$ cat src/rtl/multicycle_ctrl.sv
// Multi-cycle MIPS-subset main control FSM: sequences the shared ALU/memory datapath per instruction.
// Optional retired-instruction counter enabled by defining MULTICYCLE_CTRL_PERF_CNT_EN.
module multicycle_ctrl #(
  parameter logic [5:0] OP_RTYPE = 6'd0,
  parameter logic [5:0] OP_BEQ   = 6'd4,
  parameter logic [5:0] OP_J     = 6'd2,
  parameter logic [5:0] OP_ADDI  = 6'd8,
  parameter logic [5:0] OP_SLTI  = 6'd10,
  parameter logic [5:0] OP_LW    = 6'd35,
  parameter logic [5:0] OP_SW    = 6'd43
) (
  input  logic        clk_i,
  input  logic        rst_i,
  input  logic [5:0]  opcode_i,
  input  logic        mem_ready_i,
  output logic        pc_write_o,
  output logic        pc_write_cond_o,
  output logic        i_or_d_o,
  output logic        mem_read_o,
  output logic        mem_write_o,
  output logic        ir_write_o,
  output logic        mem_to_reg_o,
  output logic        reg_dst_o,
  output logic        reg_write_o,
  output logic        alu_src_a_o,
  output logic [1:0]  alu_src_b_o,
  output logic [2:0]  alu_op_o,
  output logic [1:0]  pc_source_o,
  output logic        illegal_o,
  output logic [3:0]  state_o,
  output logic [31:0] instr_cnt_o
);

  localparam logic [2:0] ALU_ADD   = 3'b000;
  localparam logic [2:0] ALU_SUB   = 3'b001;
  localparam logic [2:0] ALU_FUNCT = 3'b010;
  localparam logic [2:0] ALU_SLT   = 3'b011;

  typedef enum logic [3:0] {
    S_IF    = 4'd0,
    S_ID    = 4'd1,
    S_MADDR = 4'd2,
    S_MRD   = 4'd3,
    S_MWB   = 4'd4,
    S_MWR   = 4'd5,
    S_EXR   = 4'd6,
    S_RWB   = 4'd7,
    S_EXI   = 4'd8,
    S_IWB   = 4'd9,
    S_BR    = 4'd10,
    S_JMP   = 4'd11
  } state_t;

  state_t state, next_state;

  logic       pc_write, pc_write_cond, i_or_d, mem_read, mem_write, ir_write;
  logic       mem_to_reg, reg_dst, reg_write, alu_src_a, illegal;
  logic [1:0] alu_src_b, pc_source;
  logic [2:0] alu_op;

  always_ff @(posedge clk_i) begin
    if (rst_i) state <= S_IF;
    else       state <= next_state;
  end

  always_comb begin
    next_state    = S_IF;
    pc_write      = 1'b0;
    pc_write_cond = 1'b0;
    i_or_d        = 1'b0;
    mem_read      = 1'b0;
    mem_write     = 1'b0;
    ir_write      = 1'b0;
    mem_to_reg    = 1'b0;
    reg_dst       = 1'b0;
    reg_write     = 1'b0;
    alu_src_a     = 1'b0;
    alu_src_b     = 2'b00;
    alu_op        = ALU_ADD;
    pc_source     = 2'b00;
    illegal       = 1'b0;
    case (state)
      S_IF: begin
        mem_read   = 1'b1;
        ir_write   = 1'b1;
        alu_src_b  = 2'b01;
        // PC+4 only on the ready cycle so a stalled fetch does not advance PC twice
        pc_write   = mem_ready_i;
        next_state = mem_ready_i ? S_ID : S_IF;
      end
      S_ID: begin
        alu_src_b = 2'b11;
        case (opcode_i)
          OP_LW, OP_SW:     next_state = S_MADDR;
          OP_RTYPE:         next_state = S_EXR;
          OP_ADDI, OP_SLTI: next_state = S_EXI;
          OP_BEQ:           next_state = S_BR;
          OP_J:             next_state = S_JMP;
          default: begin
            illegal    = 1'b1;
            next_state = S_IF;
          end
        endcase
      end
      S_MADDR: begin
        alu_src_a  = 1'b1;
        alu_src_b  = 2'b10;
        next_state = (opcode_i == OP_SW) ? S_MWR : S_MRD;
      end
      S_MRD: begin
        i_or_d     = 1'b1;
        mem_read   = 1'b1;
        next_state = mem_ready_i ? S_MWB : S_MRD;
      end
      S_MWB: begin
        mem_to_reg = 1'b1;
        reg_write  = 1'b1;
      end
      S_MWR: begin
        i_or_d     = 1'b1;
        mem_write  = 1'b1;
        next_state = mem_ready_i ? S_IF : S_MWR;
      end
      S_EXR: begin
        alu_src_a  = 1'b1;
        alu_op     = ALU_FUNCT;
        next_state = S_RWB;
      end
      S_RWB: begin
        reg_dst   = 1'b1;
        reg_write = 1'b1;
      end
      S_EXI: begin
        alu_src_a  = 1'b1;
        alu_src_b  = 2'b10;
        alu_op     = (opcode_i == OP_SLTI) ? ALU_SLT : ALU_ADD;
        next_state = S_IWB;
      end
      S_IWB: reg_write = 1'b1;
      S_BR: begin
        alu_src_a     = 1'b1;
        alu_op        = ALU_SUB;
        pc_write_cond = 1'b1;
        pc_source     = 2'b01;
      end
      S_JMP: begin
        pc_write  = 1'b1;
        pc_source = 2'b10;
      end
      default: next_state = S_IF;
    endcase
  end

  assign pc_write_o      = ~rst_i & pc_write;
  assign pc_write_cond_o = ~rst_i & pc_write_cond;
  assign i_or_d_o        = ~rst_i & i_or_d;
  assign mem_read_o      = ~rst_i & mem_read;
  assign mem_write_o     = ~rst_i & mem_write;
  assign ir_write_o      = ~rst_i & ir_write;
  assign mem_to_reg_o    = ~rst_i & mem_to_reg;
  assign reg_dst_o       = ~rst_i & reg_dst;
  assign reg_write_o     = ~rst_i & reg_write;
  assign alu_src_a_o     = ~rst_i & alu_src_a;
  assign alu_src_b_o     = rst_i ? 2'b00 : alu_src_b;
  assign alu_op_o        = rst_i ? 3'b000 : alu_op;
  assign pc_source_o     = rst_i ? 2'b00 : pc_source;
  assign illegal_o       = ~rst_i & illegal;
  assign state_o         = state;

`ifdef MULTICYCLE_CTRL_PERF_CNT_EN
  logic        retire;
  logic [31:0] instr_cnt;

  assign retire = (state == S_MWB) || (state == S_RWB) || (state == S_IWB) ||
                  (state == S_BR)  || (state == S_JMP) ||
                  ((state == S_MWR) && mem_ready_i);

  always_ff @(posedge clk_i) begin
    if (rst_i)       instr_cnt <= '0;
    else if (retire) instr_cnt <= instr_cnt + 32'd1;
  end

  assign instr_cnt_o = instr_cnt;
`else
  assign instr_cnt_o = '0;
`endif

endmodule

$ cat config.mk
export PLATFORM = sky130hd
export DESIGN_NAME = multicycle_ctrl
export DESIGN_NICKNAME = d
export VERILOG_FILES = /design/src/rtl/multicycle_ctrl.sv
export SDC_FILE = /design/constraint.sdc
export NUM_CORES = 1
export LEC_CHECK = 0
export CORE_AREA = 3 3 63 65
export CTS_BUF_LIST = sky130_fd_sc_hd__clkbuf_4 sky130_fd_sc_hd__clkbuf_8 sky130_fd_sc_hd__clkbuf_16
export CTS_CLUSTER_DIAMETER = 100
export DETAILED_ROUTE_END_ITERATION = 8
export DIE_AREA = 0 0 66 68
export PLACE_DENSITY_LB_ADDON = 0.12
export SETUP_SLACK_MARGIN = 0.1
export SKIP_CTS_REPAIR_TIMING = 1
export SYNTH_ARGS = -nofsm -noshare
export SYNTH_HDL_FRONTEND = slang
export SYNTH_SLANG_ARGS = --single-unit
$ cat constraint.sdc
create_clock -name clk_i -period 2.93 [get_ports clk_i]
set_input_delay 0.586 -clock clk_i [delete_from_list [all_inputs] [get_ports clk_i]]
set_output_delay 0.586 -clock clk_i [all_outputs]
set_load 0.05 [all_outputs]
* Word level (Yosys, flattened, before mapping) *
Index checks and enable logic that the tools add are counted.

cells by class
  muxes and demuxes = 25
  equal/unequal tests = 17
  bitwise logic cells = 12
  reductions and logical operators = 10

operators with widths
  operator              number
  $pmux W4 S7           1
  $pmux W4 S5           1
  $eq A4 B3 Y1 const B  4
  $eq A4 B4 Y1 const B  4
  $eq A6 B4 Y1 const B  2
  $eq A6 B6 Y1 const B  2
  $mux W1               12
  $mux W3               4
  $pmux W2 S3           2
  $and A1 B1 Y1         11
  $reduce_or A2 Y1      5
  $eq A4 B2 Y1 const B  2
  $reduce_or A7 Y1      1
  $eq A6 B2 Y1 const B  1
  $eq A6 B3 Y1 const B  1
  $logic_not A6 Y1      1
  $mux W2               3
  $eq A4 B1 Y1 const B  1
  $logic_not A4 Y1      1
  $pmux W2 S2           1
  $reduce_or A4 Y1      1
  $reduce_or A3 Y1      1
  $pmux W1 S2           1
  $not A1 Y1            1

word-level totals
  register bits = 4
  output and inout bits = 54
  word-level logic and storage cells = 65
  input port bits = 9

* Depth between registers and ports, before layout *
  depth after elaboration = 5
  gate-level depth with buffers = 6
  depth with buffers taken out = 4

* Worst setup path after synthesis *
Ideal clock, no wire load.

  path kind = reg2out
  start = register state[3] (netlist: state_o[3])
  end = output alu_src_a_o
  slack = -1187 ps
  arrival time = 3531 ps
  stages on the path, launching flop included = 5
  cells stage by stage = dfxtp_1 -> buf_2 -> buf_2 -> nor2_1 -> a2111oi_0

between the ends
  cells in the longest elaborated chain, start to end = 4
  elaborated cells between the ends (all ways) = 7

RTL lines
  element                               RTL line  source
  start, declared                       54        state_t state, next_state;
  start signal, assigned                63        else state <= next_state;
  $eq A4 B4 Y1 (tied with other cells)  82        case (state)
  $reduce_or A4 Y1 (no line) *          --
  $mux W1 *                             82
  $and A1 B1 Y1 *                       163       assign alu_src_a_o = ~rst_i & alu_src_a;
  end, declared                         25        output logic alu_src_a_o,

Every way passes the cells marked *; elsewhere a longest branch is shown, timed or not.

* Worst setup path after layout *
  start = input opcode_i[0]
  end = output illegal_o

between the ends
  cells in the longest elaborated chain, start to end = 5
  elaborated cells between the ends (all ways) = 11

RTL lines
  element                               RTL line  source
  start, declared                       14        input logic [5:0] opcode_i,
  $eq A6 B6 Y1 (tied with other cells)  93        case (opcode_i)
  $reduce_or A7 Y1 (no line) *          --
  $mux W1 *                             93
  $mux W1 *                             82
  $and A1 B1 Y1 *                       167       assign illegal_o = ~rst_i & illegal;
  end, declared                         29        output logic illegal_o,

Marks and branches as above.

==> results by group <==
Run status
  • Outcome: finished, final reports clean

Worst setup path
  • Reg-to-Reg Start: state_o[1]
  • WS Path Type: input pin to primary output
  • CP endpoint kind: primary output
  • Cells along the critical path: clkdlybuf4s50_1 -> or4_1 -> o22ai_1 -> a2111oi_2 -> buf_12
  • CP max FO: 4
  • Worst Reg-to-Reg Cells: 4
  • Largest incremental delay on the critical path: around 0.54 ns
  • Critical path arrival: 2.12 ns
  • Worst reg-to-reg setup slack: approximately 1.2 ns
  • CP max-delay cell: or4_1
  • Worst r2r dst: state_o[1]
  • Startpoint type of the worst setup path: input pin
  • Data required time of the worst path: ~2.3 ns

Global route
  • Initial antenna violation count: 0
  • GRT Util Overall: 0.0976
  • Global-route wire length before repair: 3540 um
  • Vias in the first global route: 768
  • Remaining Overflow, GRT: 0
  • Largest net degree at the start of global routing: 21

Timing
  • Count of pins over their slew limit: 0
  • Final setup vio count: 0
  • Peak Freq: 0.369 GHz
  • Hold Vio Cnt, Final: 0
  • RSZ-0062 raised after global routing: no
  • Final Cycle Share: 0.925
  • Setup Skew: 0.000675 ns
  • Minimum clock period: 2.71 ns
  • Least-Margin Pin Slew: a little under 0.7 ns
  • Setup TNS: 0 ns
  • Minimum hold slack: ~0.8 ns
  • Max_slew headroom: 0.551

Clock network
  • Worst-path clk slew: 0.04 ns
  • CTS tree: yes
  • Clock buffer depth: 2
  • CTS Buf Count: 3
  • Skew-Pair Late Insertion Delay: between 0.2 and 0.25 ns
  • Clock Root Buffer: clkbuf_4
  • H-tree levels: 1
  • Clk sinks: 4

Power and ir drop
  • Leak: 0.488 nW
  • Peak supply drop: 0.0000738 V
  • PwrDens: 262 mW/mm^2

Cells and area
  • Antenna fix cells: 0
  • Most common cell after layout, fill and taps aside: conb_1
  • Fillers: about 340
  • # nets final: around 160
  • Layout cells sized above 1: 0.189
  • Final cell count without fillers: between 150 and 200
  • Max reg flops: 4
  • Area Growth Syn to Fin: 47.4%
  • Most frequent cells in the layout: conb_1 (33), buf_12 (17), clkdlybuf4s50_1 (12)

Synthesis
  • Ranking of synthesized cells by area: buf_4 (30%), dfxtp_1 (9.3%), buf_2 (4.1%)
  • Post-Synthesis Cell Area: between 800 and 900 um^2
  • Sequential area share after synthesis: 0.0930
  • Area leader, netlist: buf_4
  • Synth warn: 0
  • FF+latch count, synth: 4
  • Mean Syn Cell Area: 6.94 um^2
  • Syn Inst Count: around 120
  • Count of cell types in the netlist: 40
  • Yosys top cell area share: 0.297

Floorplan
  • Die Ht: a little under 70 um
  • Cell Rows: 21
  • Total die area: 0.00449 mm^2
  • I/O pin count: 63
  • Core area: 0.00339 mm^2
  • Die width: 66 um
  • Starting Density: 0.254

Min path
  • Hold Path End: state_o[2]
  • Hold Crit Class: flip-flop to flip-flop
  • Worst hold start: state_o[1]
  • Worst hold path depth: 2

Route
  • Pre-antenna DRT Iters: 5
  • Wire length per cell: 11.5 um
  • WL met3: 191 um
  • Top sig layer: met3
  • Routed vias: 860
  • Routed vias/inst: around 4.4
  • Post-route DRC: 0
  • Post-Route WL: 2230 um
  • Wl on met1: between 900 and 1000 um
  • Met2 Wirelength: 1110 um
  • Remaining antenna violation count after routing: 0
  • Drt first-iter violations: 61

Placement
  • Final Wtd Congestion: a little over 0.7
  • Port buffer count: 29
  • # placed instances: 191
  • Detailed placer's ending HPWL: between 1500 and 2000 um

Job
  • Max cap viols: 0
layer usage:
metal | GRT usage | vias to the layer above
met5 | 0 | -
met4 | 0.0228 | 0
met3 | 0.0181 | 0
met2 | 0.171 | 43
met1 | 0.123 | 390
li1 | - | 427
worst max-delay path by stage:
| stage | to | cells after the start | slack, ns | from |
|---|---|---|---|---|
| CTS | illegal_o | 5 | 0.22 | opcode_i[0] |
| global route | alu_op_o[1] | 5 | 0.12 | opcode_i[2] |
| finish | illegal_o | 5 | 0.22 | opcode_i[0] |
| floorplan | alu_src_a_o | 4 | -0.51 | state_o[3] |
| global placement | alu_op_o[1] | 5 | 0.23 | opcode_i[2] |
| detailed placement | illegal_o | 5 | 0.22 | opcode_i[0] |
report_power, final:
group / switching, W / leakage, nW / total, W / internal, W
sequential: 0.00000731 / 0.0325 / 0.0000634 / 0.0000561
clock: 0.0000225 / 0.0138 / 0.0000683 / 0.0000458
combinational: 0.000151 / 0.441 / 0.000200 / 0.0000490
Yosys cell counts (all sizes together):
library cell / number
o32a: 1
o22ai: 1
or3: 2
a31oi: 5
a211oi: 1
o21ai: 2
o311a: 1
a21o: 1
nand4b: 1
mux2i: 1
conb: 1
or2: 2
buf: 41
o41ai: 1
a221oi: 1
or4: 2
nand2: 5
a311oi: 1
xor2: 1
a2111oi: 2
nand4: 2
a41oi: 1
nor2: 9
nor4: 4
clkbuf: 2
nor3: 7
dfxtp: 4
nand3: 1
inv: 3
and3: 1
a21oi: 4
nor2b: 3
nand2b: 4
and2b: 1
xnor2: 2
o221ai: 1
nor3b: 2
final cells by class:
cell class / instances / area, um^2 / share of cell area
Inverter: 3 / 11.3 / 0.00888
Clock buffer: 3 / 22.5 / 0.0178
Multi-Input combinational cell: 106 / 614 / 0.484
Timing Repair Buffer: 32 / 483 / 0.381
Tap cell: 46 / 57.6 / 0.0454
Sequential cell: 4 / 80.1 / 0.0631
through the flow:
step | instance area [um^2] | setup slack, ns | utilization | total power, W
finish | 1270 | 0.221 | 0.374 | 0.000332
detailed placement | 1250 | 0.219 | 0.368 | 0.000264
global placement | 1250 | 0.232 | 0.368 | 0.000263
floorplan | 1000 | -0.512 | - | 0.000247
CTS | 1270 | 0.218 | 0.374 | 0.000335
global route | 1270 | 0.116 | 0.374 | 0.000350
worst max-delay path: cells and delay by family:
| family | cells | cell delay (ns) |
|---|---|---|
| AOI/OAI and AO/OA | 2 | 0.34 |
| buffers and inverters | 2 | 0.65 |
| and+or+nand+nor | 1 | 0.54 |
cells by family after synthesis:
logic type | count (synthesis) | synth area share
AND/OR/NAND/NOR | 46 | 0.310
buffers and inverters | 46 | 0.359
AO/OA/AOI/OAI | 23 | 0.192
flip-flops | 4 | 0.0930
XOR/XNOR | 3 | 0.0305
multiplexers | 1 | 0.0116
other | 1 | 0.00436
Note: power is estimated with default switching activity, not from simulation.
